**config.mk**
```make
export PLATFORM = sky130hd
export DESIGN_NAME = therm6_to_bin3_beta
export DESIGN_NICKNAME = d
export VERILOG_FILES = /design/src/rtl/beta_dac_pkg.sv /design/src/rtl/therm6_enc_core.sv /design/src/rtl/therm6_to_bin3_beta.sv
export SDC_FILE = /design/constraint.sdc
export NUM_CORES = 1
export LEC_CHECK = 0
export BUFFER_PORTS_ARGS = -buffer_cell sky130_fd_sc_hd__buf_2
export CORE_MARGIN = 2
export CORE_UTILIZATION = 34
export CTS_CLUSTER_DIAMETER = 40
export DETAILED_ROUTE_END_ITERATION = 8
export GPL_TIMING_DRIVEN = 0
export HOLD_SLACK_MARGIN = 0.03
export SYNTH_ARGS = -nofsm -noshare
export SYNTH_HDL_FRONTEND = slang
export SYNTH_SLANG_ARGS = --single-unit
```
**constraint.sdc**
```tcl
create_clock -name clk -period 1.5 [get_ports clk]
set_input_delay 0.3 -clock clk [delete_from_list [all_inputs] [get_ports clk]]
set_output_delay 0.3 -clock clk [all_outputs]
set_load 0.05 [all_outputs]
```
**src/rtl/beta_dac_pkg.sv**
```systemverilog
// Shared definitions for the beta unary segment of the DAC digital path.
// Latency: n/a (constants and pure functions only).
// Backpressure: n/a.
package beta_dac_pkg;

  localparam int BETA_THERM_W = 6;
  localparam int BETA_BIN_W   = 3;

  // The seven legal beta thermometer words; bit 0 is the first element enabled.
  localparam logic [BETA_THERM_W-1:0] BETA_T0 = 6'b000000;
  localparam logic [BETA_THERM_W-1:0] BETA_T1 = 6'b000001;
  localparam logic [BETA_THERM_W-1:0] BETA_T2 = 6'b000011;
  localparam logic [BETA_THERM_W-1:0] BETA_T3 = 6'b000111;
  localparam logic [BETA_THERM_W-1:0] BETA_T4 = 6'b001111;
  localparam logic [BETA_THERM_W-1:0] BETA_T5 = 6'b011111;
  localparam logic [BETA_THERM_W-1:0] BETA_T6 = 6'b111111;

  // Number of enabled elements in a word: the level the DAC actually drives,
  // whether or not the word is a clean thermometer code.
  function automatic logic [BETA_BIN_W-1:0] beta_ones(input logic [BETA_THERM_W-1:0] w);
    logic [BETA_BIN_W-1:0] n;
    n = '0;
    for (int i = 0; i < BETA_THERM_W; i++) begin
      n = n + {{(BETA_BIN_W-1){1'b0}}, w[i]};
    end
    return n;
  endfunction

  // Forward mapping used by the 3-to-6 decoder; codes above 6 clamp to full scale.
  function automatic logic [BETA_THERM_W-1:0] beta_bin2therm(input logic [BETA_BIN_W-1:0] b);
    logic [BETA_THERM_W-1:0] t;
    t = '0;
    for (int i = 0; i < BETA_THERM_W; i++) begin
      t[i] = (BETA_BIN_W'(i) < b);
    end
    return t;
  endfunction

endpackage

```
**src/rtl/therm6_enc_core.sv**
```systemverilog
// Combinational 6-bit thermometer to 3-bit binary encoder with bubble detect.
// Latency: 0 cycles (pure combinational). Backpressure: none.
// Bubble words encode to 0, or to their ones count when THERM_BUBBLE_CORRECT_EN is defined.
module therm6_enc_core
  import beta_dac_pkg::*;
(
  input  logic [BETA_THERM_W-1:0] therm,
  output logic [BETA_BIN_W-1:0]   bin,
  output logic                    bubble
);

  // Exact match against the legal codes; anything else is a bubble.
  always_comb begin
    bin    = '0;
    bubble = 1'b0;
    case (therm)
      BETA_T0: bin = 3'd0;
      BETA_T1: bin = 3'd1;
      BETA_T2: bin = 3'd2;
      BETA_T3: bin = 3'd3;
      BETA_T4: bin = 3'd4;
      BETA_T5: bin = 3'd5;
      BETA_T6: bin = 3'd6;
      default: begin
        bubble = 1'b1;
`ifdef THERM_BUBBLE_CORRECT_EN
        // Report the level the DAC really produced for the broken word.
        bin = beta_ones(therm);
`else
        bin = '0;
`endif
      end
    endcase
  end

endmodule

```
**src/rtl/therm6_to_bin3_beta.sv**
```systemverilog
// Registered beta thermometer readback encoder with bubble flag, saturating error count and sticky flag.
// Latency: 2 cycles, one word per cycle. Backpressure: none; every valid input yields one out_valid.
// Optional THERM_BUBBLE_CORRECT_EN: bubble words report their ones count instead of 0.
module therm6_to_bin3_beta
  import beta_dac_pkg::*;
#(
  parameter int CNT_W = 8
) (
  input  logic                    clk,
  input  logic                    rst_n,
  input  logic [BETA_THERM_W-1:0] therm_in,
  input  logic                    in_valid,
  input  logic                    clr_err,
  output logic [BETA_BIN_W-1:0]   bin_out,
  output logic                    out_valid,
  output logic                    bubble_err,
  output logic [CNT_W-1:0]        err_cnt,
  output logic                    err_sticky
);

  localparam logic [CNT_W-1:0] CNT_ONE = CNT_W'(1);
  localparam logic [CNT_W-1:0] CNT_MAX = {CNT_W{1'b1}};

  logic [BETA_THERM_W-1:0] s1_therm;
  logic                    s1_valid;
  logic [BETA_BIN_W-1:0]   enc_bin;
  logic                    enc_bubble;
  logic                    bubble_evt;

  therm6_enc_core u_enc (
    .therm  (s1_therm),
    .bin    (enc_bin),
    .bubble (enc_bubble)
  );

  // A bubble word is being committed into stage 2 this cycle.
  assign bubble_evt = s1_valid & enc_bubble;

  // Stage 1: capture the raw word and its valid every cycle.
  always_ff @(posedge clk) begin
    if (!rst_n) begin
      s1_therm <= '0;
      s1_valid <= 1'b0;
    end else begin
      s1_therm <= therm_in;
      s1_valid <= in_valid;
    end
  end

  // Stage 2: register the encoded result; data holds through idle cycles.
  always_ff @(posedge clk) begin
    if (!rst_n) begin
      bin_out    <= '0;
      bubble_err <= 1'b0;
      out_valid  <= 1'b0;
    end else begin
      out_valid <= s1_valid;
      if (s1_valid) begin
        bin_out    <= enc_bin;
        bubble_err <= enc_bubble;
      end
    end
  end

  // Error bookkeeping; a bubble arriving with clr_err counts as the first error after the clear.
  always_ff @(posedge clk) begin
    if (!rst_n) begin
      err_cnt    <= '0;
      err_sticky <= 1'b0;
    end else if (clr_err) begin
      err_cnt    <= bubble_evt ? CNT_ONE : '0;
      err_sticky <= bubble_evt;
    end else if (bubble_evt) begin
      err_sticky <= 1'b1;
      if (err_cnt != CNT_MAX) begin
        err_cnt <= err_cnt + CNT_ONE;
      end
    end
  end

endmodule

```
Word level (Yosys, flattened, before mapping)
Cells that the tools add are included.
Widths: inputs -> output; s select.
{"block": "classes", "n_addsub": 1, "eq_ne": 7, "n_mux": 8, "bitwise_logic": 1, "n_reduce_logical": 5}
{"operator": "$mux 8", "count": 3}
{"operator": "$pmux 3 s6", "count": 1}
{"operator": "$add 8x1->8 const B", "count": 1}
{"operator": "$ne 8x8->1 const B", "count": 1}
{"operator": "$reduce_or 7->1", "count": 1}
{"operator": "$eq 6x1->1 const B", "count": 1}
{"operator": "$eq 6x2->1 const B", "count": 1}
{"operator": "$eq 6x3->1 const B", "count": 1}
{"operator": "$eq 6x4->1 const B", "count": 1}
{"operator": "$eq 6x5->1 const B", "count": 1}
{"operator": "$eq 6x6->1 const B", "count": 1}
{"operator": "$logic_not 6->1", "count": 1}
{"operator": "$mux 1", "count": 4}
{"operator": "$reduce_bool 2->1", "count": 2}
{"operator": "$reduce_and 2->1", "count": 1}
{"operator": "$and 1x1->1", "count": 1}
{"block": "word_totals", "regBits": 21, "input_bits": 10, "out_inout_bits": 14, "wordCells": 29}

Depth between registers and ports, before layout
Gate-level depths: netlist (run 1).
{"block": "depth", "depth_word": 6, "mapped_depth": 5, "ltp_nobuf": 5}

By module
Synthesis (run 1) repeated with hierarchy kept, for this count alone.
{"block": "unflattened", "hier_cells": 100, "hier_area_um2": 977.2}
{"mod": "therm6_to_bin3_beta", "instances": 1, "cells_per_inst": 85, "area_per_inst_um2": 878.3, "seq_area_each_um2": 420.4}
{"mod": "therm6_enc_core", "instances": 1, "cells_per_inst": 15, "area_per_inst_um2": 98.8, "seq_area_each_um2": 0.0}

Worst setup path after synthesis (run 1)
OpenSTA, ideal clock, no wires.
{"block": "synth_path", "path_kind": "register to register", "start": "register err_cnt[0]", "end": "register err_cnt[5]", "setup_ns": 0.130, "arrival_time_ns": 1.612, "t_required_ns": 1.370, "path_slack_ns": -0.242, "stages_incl_launch_ff": 6, "path_buffers": 0, "synth_period_minus_slack_ns": 1.742, "cell_sequence": "dfxtp_1 -> ha_1 -> nand3_1 -> o221ai_1 -> nor4b_1 -> mux2i_1"}
{"block": "synth_via", "elab_chain_len": 4, "word_cells_on_any_way": 7, "classes_between": "add/sub (1); eq/ne (1); mux (3); reduce/logical (2)"}
{"element": "start, declared", "line": "therm6_to_bin3_beta.sv:17", "rtl": "output logic [CNT_W-1:0] err_cnt,"}
{"element": "start signal, assigned", "line": "therm6_to_bin3_beta.sv:71", "rtl": "err_cnt <= bubble_evt ? CNT_ONE : '0;"}
{"element": "start signal, assigned", "line": "therm6_to_bin3_beta.sv:76", "rtl": "err_cnt <= err_cnt + CNT_ONE;"}
{"element": "$add 8x1->8", "line": "therm6_to_bin3_beta.sv:76"}
{"element": "$mux 8", "line": "therm6_to_bin3_beta.sv:75", "rtl": "if (err_cnt != CNT_MAX) begin"}
{"element": "$mux 8", "line": "therm6_to_bin3_beta.sv:73", "rtl": "end else if (bubble_evt) begin"}
{"element": "$mux 8", "line": "therm6_to_bin3_beta.sv:70", "rtl": "end else if (clr_err) begin"}
Parallel ways exist; a longest one is shown, timed or not. The select of a mux whose other input is x is not followed.
A chain may end at the register's enable or synchronous reset.

Worst setup path after layout (run 1)
{"block": "layout_path", "start": "register s1_therm[0]", "end": "register err_cnt[3]"}
{"block": "layout_via", "elab_chain_len": 6, "word_cells_on_any_way": 12, "classes_between": "eq/ne (6); mux (1); bitwise (1); reduce/logical (4)"}
{"element": "start, declared", "line": "therm6_to_bin3_beta.sv:24", "rtl": "logic [BETA_THERM_W-1:0] s1_therm;"}
{"element": "start signal, assigned", "line": "therm6_to_bin3_beta.sv:45", "rtl": "s1_therm <= therm_in;"}
{"element": "$eq 6x1->1, or another cell as far along", "line": "therm6_enc_core.sv:16", "rtl": "case (therm)"}
{"element": "$reduce_or 7->1 (no line) (*)"}
{"element": "$mux 1 (*)", "line": "therm6_enc_core.sv:16"}
{"element": "$and 1x1->1 (*)", "line": "therm6_to_bin3_beta.sv:37", "rtl": "assign bubble_evt = s1_valid & enc_bubble;"}
{"element": "$reduce_bool 2->1 (no line) (*)"}
{"element": "$reduce_and 2->1 (no line) (*)"}
Mark *: on every way between the ends. The rest lies on a longest branch, timed or not.

==> flow_summary.yaml, run 1 <==
outcome:
  status: "finished clean"
sta:
  tns_ns: 0
  setup-violations-final: 0
  hold_violations: 0
  max-slew-margin-rel_pct: 70.4
  layout_setup_ws_ns: 0.0436
  max_freq_mhz: 687
  grt_setup_unrepaired: "true"
  skew_ns: 0.0124
  worst_pin_slew_ns: 0.442
  finalMaxSlewViolations: 0
  period_share_pct: 97.1
  final.min_clock_period_ns: 1.46
cts:
  path_clk_slew_ns: 0.12
  htree_levels: 1
  cts_buffer_depth: 2
  postCtsHoldBufs: 0
  clkLatencyLatePin_ns: 0.30
  root_buffer: "clkbuf_4"
  cts_tree: "done"
  numCtsBuffers: 3
  cts_sinks: 21
floorplan:
  fp.dieW_um: 56.9
  dieArea_um2: 3240
  io_pins: 24
  die_h_um: 56.9
  num_rows: 19
  start_util_pct: 35.1
  core_um2: 2710
placed_design:
  pre_cts_slack_ns: -0.00877
  dp_cells: 156
  io_buffers: 23
  place_congestion: 0.796
  dp_hpwl_um: 1500
layout:
  nets: 145
  drive_gt1_share_pct: 39.8
  antennaDiodeCount: 0
  layout.cells.non_filler: 164
  syn2layout_area_growth_pct: 29.6
  final_core_util_pct: 45.5
  fillCellCount: 274
job:
  max_cap_violations: 0
synthesis:
  ys_warn_count: 0
  ys_ff_latch: 21
  yosys.area_share.xor_xnor_pct: 0.920
  syn_area_um2: 952
  synth.top_cells.by_area: "dfxtp_1 (44%), and2_1 (5.3%), nand2b_1 (3.3%)"
  synth-main-ff-cell: "dfxtp_1"
  synthSimpleGateAreaFrac_pct: 26.0
  avgSynthCellArea_um2: 9.33
  yosysTopAreaCellShare_pct: 44.2
  synth_compound_area_share_pct: 22.7
  yosysMostFrequentCell: "dfxtp_1"
  muxShareOfSynthArea_pct: 2.10
  synthAdderAreaFrac_pct: 1.31
  postSynthNetCount: 113
  yosysTopAreaCell: "dfxtp_1"
  yosysUniqueCellTypes: 36
  ys_async_sr_fraction_pct: 0
  synth_cells: 102
  yosysSeqAreaShare_pct: 44.2
  synthTopCellsByCount: "dfxtp_1 (21), and2_1 (8), nand2_1 (8)"
  synth_top_family_by_area: "simple AND/OR/NAND/NOR gates"
  synth_edf_count: 0
routing:
  vias: 887
  firstDrtPassIters: 4
  drc: 0
  drt-initial-drc-count: 42
  routed_via_density: 5.41
  wl_per_cell_um: 12.6
  wirelength_um: 2070
  ant_nets: 0
worst_hold_path:
  min_to: "s1_therm[4]$_SDFF_PN0_"
  worstHoldStart: "therm_in[4]"
  hp-class: "primary input to register"
  worstHoldPathCells: 2
setup_path:
  slowest_delay_ns: 0.47
  r2r_setup_slack_ns: 0.04
  reg2reg_depth: 4
  path_cells: "and2_4 -> o221a_4 -> or4_1 -> a21oi_1"
  worstReg2RegEnd: "err_cnt[3]$_SDFFE_PN0P_"
  cp-end-kind: "register"
  slowest_stage: "or4_1"
  crit_family: "simple AND/OR/NAND/NOR gates"
  regToRegStartpoint: "s1_therm[0]$_SDFF_PN0_"
  required_ns: 1.74
  cp_data_arrival_time_ns: 1.70
  worstSetupStartpointType: "register"
  critical_path_buf_inv_count: 0
  path_class: "register to register"
  worst-path-max-fanout: 8
grt:
  grt_max_degree: 12
  grt_pass1_vias: 828
  antenna_found_initial: 0
  track_usage_pct: 13.3
  grt_overflow_total: 0
  grt_pass1_wl_um: 3380
power_and_ir_drop:
  p_per_area_nw_per_um2: 809
  p_total_uw: 998
  p_leak_uw: 0.000486
  ir_drop_mv: 0.425
## flip-flops by register name (all words and copies together), names as in the netlist
| name | cells |
|---|---|
| bin_out | 3 |
| bubble_err | 1 |
| err_cnt | 8 |
| err_sticky | 1 |
| out_valid | 1 |
| s1_therm | 6 |
| s1_valid | 1 |
## final cells by class
type,count,area [um^2],area share [%]
Tap cell,31,38.8,3.14
Timing Repair Buffer,27,145,11.8
Sequential cell,21,437,35.4
Multi-Input combinational cell,74,559,45.3
Buffer,2,8.76,0.710
Inverter,5,18.8,1.52
Clock buffer,4,26.3,2.13
## metal layers
layer / wire length [um] / global-route usage, %
met5: 0 / 0
met4: 13 / 6.98
met3: 98 / 2.30
met2: 1020 / 23.3
met1: 932 / 15.3
## how the worst max path moves through the flow
stage | start | endpoint | cells past startpoint
after floorplan | err_cnt[1]$_SDFFE_PN0P_ | err_cnt[6]$_SDFFE_PN0P_ | 5
after global placement | err_cnt[0]$_SDFFE_PN0P_ | err_cnt[2]$_SDFFE_PN0P_ | 5
after detailed placement | s1_valid$_SDFF_PN0_ | err_cnt[2]$_SDFFE_PN0P_ | 4
after CTS | err_cnt[0]$_SDFFE_PN0P_ | err_cnt[5]$_SDFFE_PN0P_ | 5
after global routing | s1_therm[2]$_SDFF_PN0_ | err_cnt[3]$_SDFFE_PN0P_ | 4
final | s1_therm[0]$_SDFF_PN0_ | err_cnt[3]$_SDFFE_PN0P_ | 4
## power by group
group | internal (uW) | total (uW) | switching (uW)
logic | 53.6 | 135 | 81.0
clock network | 104 | 272 | 169
registers | 574 | 591 | 16.1
## metrics by stage
step                      hold WS [ns]  instance area, um^2
after global placement           0.448                 1130
after floorplan                  0.427                  977
after detailed placement         0.471                 1130
after global routing             0.178                 1230
after CTS                        0.187                 1170
final                            0.192                 1230
## repair_timing
| item | CTS | global route |
|---|---|---|
| pin swaps | 0 | 4 |
| buffers inserted | 0 | 4 |
| endpoints found under the setup margin | 4 | 8 |
| gates resized for setup | 5 | 8 |
## logic make-up (layout without fill, tap and decap cells)
kind of cell               Yosys count  in the layout
muxes                                2              2
DFF                                 21             21
adders and majority gates            1              1
xor gates and xnor gates             1              1
AOI/OAI and AO/OA                   27             27
buffers and inverters                7             38
and+or+nand+nor                     43             43
## placed cells by master (no fill, tap or decap), drive strengths merged, types with 2 or more instances in the layout
master	instances
buf	27
dfxtp	21
and2	9
nand2	8
clkbuf	6
inv	5
nand2b	5
a21boi	4
nor2	4
nand3	4
nand4	3
a31oi	3
and3	3
nor2b	3
a211oi	2
mux2i	2
o31ai	2
o221ai	2
o21ai	2
nor4b	2
o311ai	2
(Power assumes the default switching activity.)
==> inputs of run 2 (changes only) <==
Settings changed: MAX_ROUTING_LAYER from default to met4, SYNTH_HIERARCHICAL from default to 1.
==> run 2 against run 1 <==
Against the previous run:
- register-to-register slack worse by 0.08 ns
- fmax is 5.1% lower
- cell count is 0.61% lower
- clock skew is 0.0095 ns lower
- largest power group unchanged
- the run now ends with setup timing left
- wire length is 1.7% higher
- total power is 0.41% lower
- largest cell class unchanged
==> flow_summary.yaml, run 2 <==
outcome:
  status: "finished with violations"
  violations: "setup timing"
layout:
  largest_reg_flops: 8
  fillCellCount: 269
  mostFrequentLayoutCells: "buf_2 (23), dfxtp_1 (16), and2_1 (8)"
  syn2layout_area_growth_pct: 26.4
  layout.cells.non_filler: 163
  nets: 144
  final_core_util_pct: 45.2
  reg.largest.list: "err_cnt (8), s1_therm (6), bin_out (3)"
  top_register: "err_cnt"
  postLayoutCellArea_um2: 1230
  antennaDiodeCount: 0
  drive_gt1_share_pct: 38.6
  final_common_cell: "buf_2"
setup_path:
  regToRegStartpoint: "s1_therm[2]$_SDFF_PN0_"
  required_ns: 1.71
  path_cells: "nand2b_4 -> a31oi_1 -> o22a_2 -> and4_4 -> nand2_2 -> o311a_1"
  slowest_stage: "dfxtp_4"
  reg2reg_depth: 6
  cp-end-kind: "register"
  cp-endpoint: "err_cnt[5]$_SDFFE_PN0P_"
  r2r_setup_slack_ns: -0.03
  startpoint: "s1_therm[2]$_SDFF_PN0_"
  worstReg2RegEnd: "err_cnt[5]$_SDFFE_PN0P_"
  slowest_delay_ns: 0.36
  cp_data_arrival_time_ns: 1.75
  path_class: "register to register"
  worst-path-max-fanout: 5
  worstSetupStartpointType: "register"
sta:
  worst_pin_slew_ns: 0.398
  setup-violations-final: 3
  max-slew-margin-rel_pct: 73.4
  period_share_pct: 102
  finalMaxSlewViolations: 0
  grt_setup_unrepaired: "true"
  skew_ns: 0.00292
  final.min_clock_period_ns: 1.53
  max_freq_mhz: 652
  hold_violations: 0
  layout_setup_ws_ns: -0.0345
  tns_ns: -0.0828
placed_design:
  dp_hpwl_um: 1510
  place_congestion: 0.855
  io_buffers: 23
  postPlaceCellArea_um2: 1140
  dp_cells: 154
floorplan:
  die_h_um: 57.6
  start_util_pct: 35.7
  core_um2: 2730
  io_pins: 24
  dieArea_um2: 3320
  num_rows: 19
  fp.dieW_um: 57.6
grt:
  grt_pass1_wl_um: 3480
  grt_max_degree: 13
  antenna_found_initial: 0
  track_usage_pct: 14.1
  grt_pass1_vias: 785
  grt_overflow_total: 0
synthesis:
  ys_warn_count: 6
  yosysMostFrequentCell: "dfxtp_1"
  ys_ff_latch: 21
  postSynthNetCount: 111
  yosysUniqueCellTypes: 40
  synth-main-ff-cell: "dfxtp_1"
  avgSynthCellArea_um2: 9.77
  synth.top_cells.by_area: "dfxtp_1 (43%), and2_1 (5.8%), mux2i_1 (5.1%)"
  yosysTopAreaCell: "dfxtp_1"
  synth_edf_count: 0
  yosysTopAreaCellShare_pct: 43.0
  syn_area_um2: 977
  synthTopCellsByCount: "dfxtp_1 (21), and2_1 (9), nand2_1 (8)"
  yosysSeqAreaShare_pct: 43.0
  synth_cells: 100
  ys_async_sr_fraction_pct: 0
routing:
  firstDrtPassIters: 4
  wirelength_um: 2110
  drt-initial-drc-count: 15
  wl_per_cell_um: 12.9
  routed_via_density: 5.43
  vias: 885
  drc: 0
  ant_nets: 0
cts:
  cts_sinks: 21
  root_buffer: "clkbuf_4"
  clkLatencyLatePin_ns: 0.31
  cts_buffer_depth: 2
  cts_tree: "done"
  postCtsHoldBufs: 0
  htree_levels: 1
  path_clk_slew_ns: 0.12
  numCtsBuffers: 3
power_and_ir_drop:
  p_per_area_nw_per_um2: 805
  ir_drop_mv: 0.434
  p_total_uw: 994
  p_leak_uw: 0.000520
job:
  max_cap_violations: 0
worst_hold_path:
  hp-class: "primary input to register"
run 2: cell types whose count changed in the layout (fill, tap and decap cells not counted), moves of 2 or more:
| cell | delta |
|---|---|
| a21oi_1 | +2 |
| dfxtp_1 | +6 |
| mux2i_1 | +3 |
| and3_1 | -2 |
| inv_1 | -3 |
| dfxtp_4 | +2 |
| nand3_2 | -2 |
| dfxtp_2 | -8 |
| buf_4 | +2 |
| a21boi_0 | -2 |
| nor2_1 | -3 |
| o31ai_1 | -2 |
| and4_4 | +2 |
| nor3_1 | +3 |
run 2: critical path, delay by kind of cell (launching register included):
family / cells / cell delay (ns)
DFF: 1 / 0.36
AOI/OAI and AO/OA: 3 / 0.64
and+or+nand+nor: 3 / 0.44
run 2: cell type report:
type | instances | area, um^2 | area share (%)
Clock inverter | 1 | 5.00 | 0.405
Multi-Input combinational cell | 74 | 552 | 44.7
Buffer | 3 | 22.5 | 1.82
Timing Repair Buffer | 28 | 153 | 12.4
Inverter | 2 | 7.51 | 0.608
Tap cell | 31 | 38.8 | 3.14
Sequential cell | 21 | 434 | 35.2
Clock buffer | 3 | 22.5 | 1.82
run 2: routing by layer:
metal / global-route usage [%] / vias to the layer above / wire length [um]
met5: - / - / 0
met4: 7.97 / 0 / 46
met3: 2.68 / 4 / 99
met2: 20.8 / 23 / 945
met1: 18.1 / 419 / 1010
li1: - / 439 / -
run 2: cells by family after synthesis:
family / synth area share (%)
buffers and inverters: 3.07
AO/OA/AOI/OAI: 17.8
adder cells (fa/ha/maj): 1.28
AND/OR/NAND/NOR: 28.8
flip-flops: 43.0
multiplexers: 5.12
XOR/XNOR: 0.896
run 2: where the power goes:
part | total (uW) | switching (uW) | internal (uW)
Clock | 281 | 182 | 99.6
Sequential | 589 | 16.3 | 573
Combinational | 123 | 67.1 | 56.3
Total | 994 | 265 | 729
run 2: stage by stage:
stage	hold slack [ns]	setup slack, ns
3_5_place_dp	0.474	-0.170
5_1_grt	0.181	-0.0810
6_report	0.187	-0.0345
2_1_floorplan	0.422	0.000374
4_1_cts	0.179	-0.0350
3_3_place_gp	0.465	-0.113
run 2: worst min-delay path by stage:
stage                     cells after the start                    start  slack (ns)                       to
after floorplan                               1              therm_in[4]        0.42   s1_therm[4]$_SDFF_PN0_
after global routing                          2              therm_in[5]        0.18   s1_therm[5]$_SDFF_PN0_
final                                         2              therm_in[4]        0.19   s1_therm[4]$_SDFF_PN0_
after global placement                        2  err_cnt[1]$_SDFFE_PN0P_        0.47  err_cnt[1]$_SDFFE_PN0P_
after CTS                                     2              therm_in[5]        0.18   s1_therm[5]$_SDFF_PN0_
after detailed placement                      2  err_sticky$_SDFFE_PN0P_        0.47  err_sticky$_SDFFE_PN0P_
run 2: what timing repair did:
| action | in CTS | in global routing |
|---|---|---|
| pin swaps | 4 | 4 |
| gates resized for setup | 4 | 6 |
| endpoints found under the setup margin | 7 | 8 |
| cloned | 0 | 0 |
| buffers inserted | 5 | 0 |
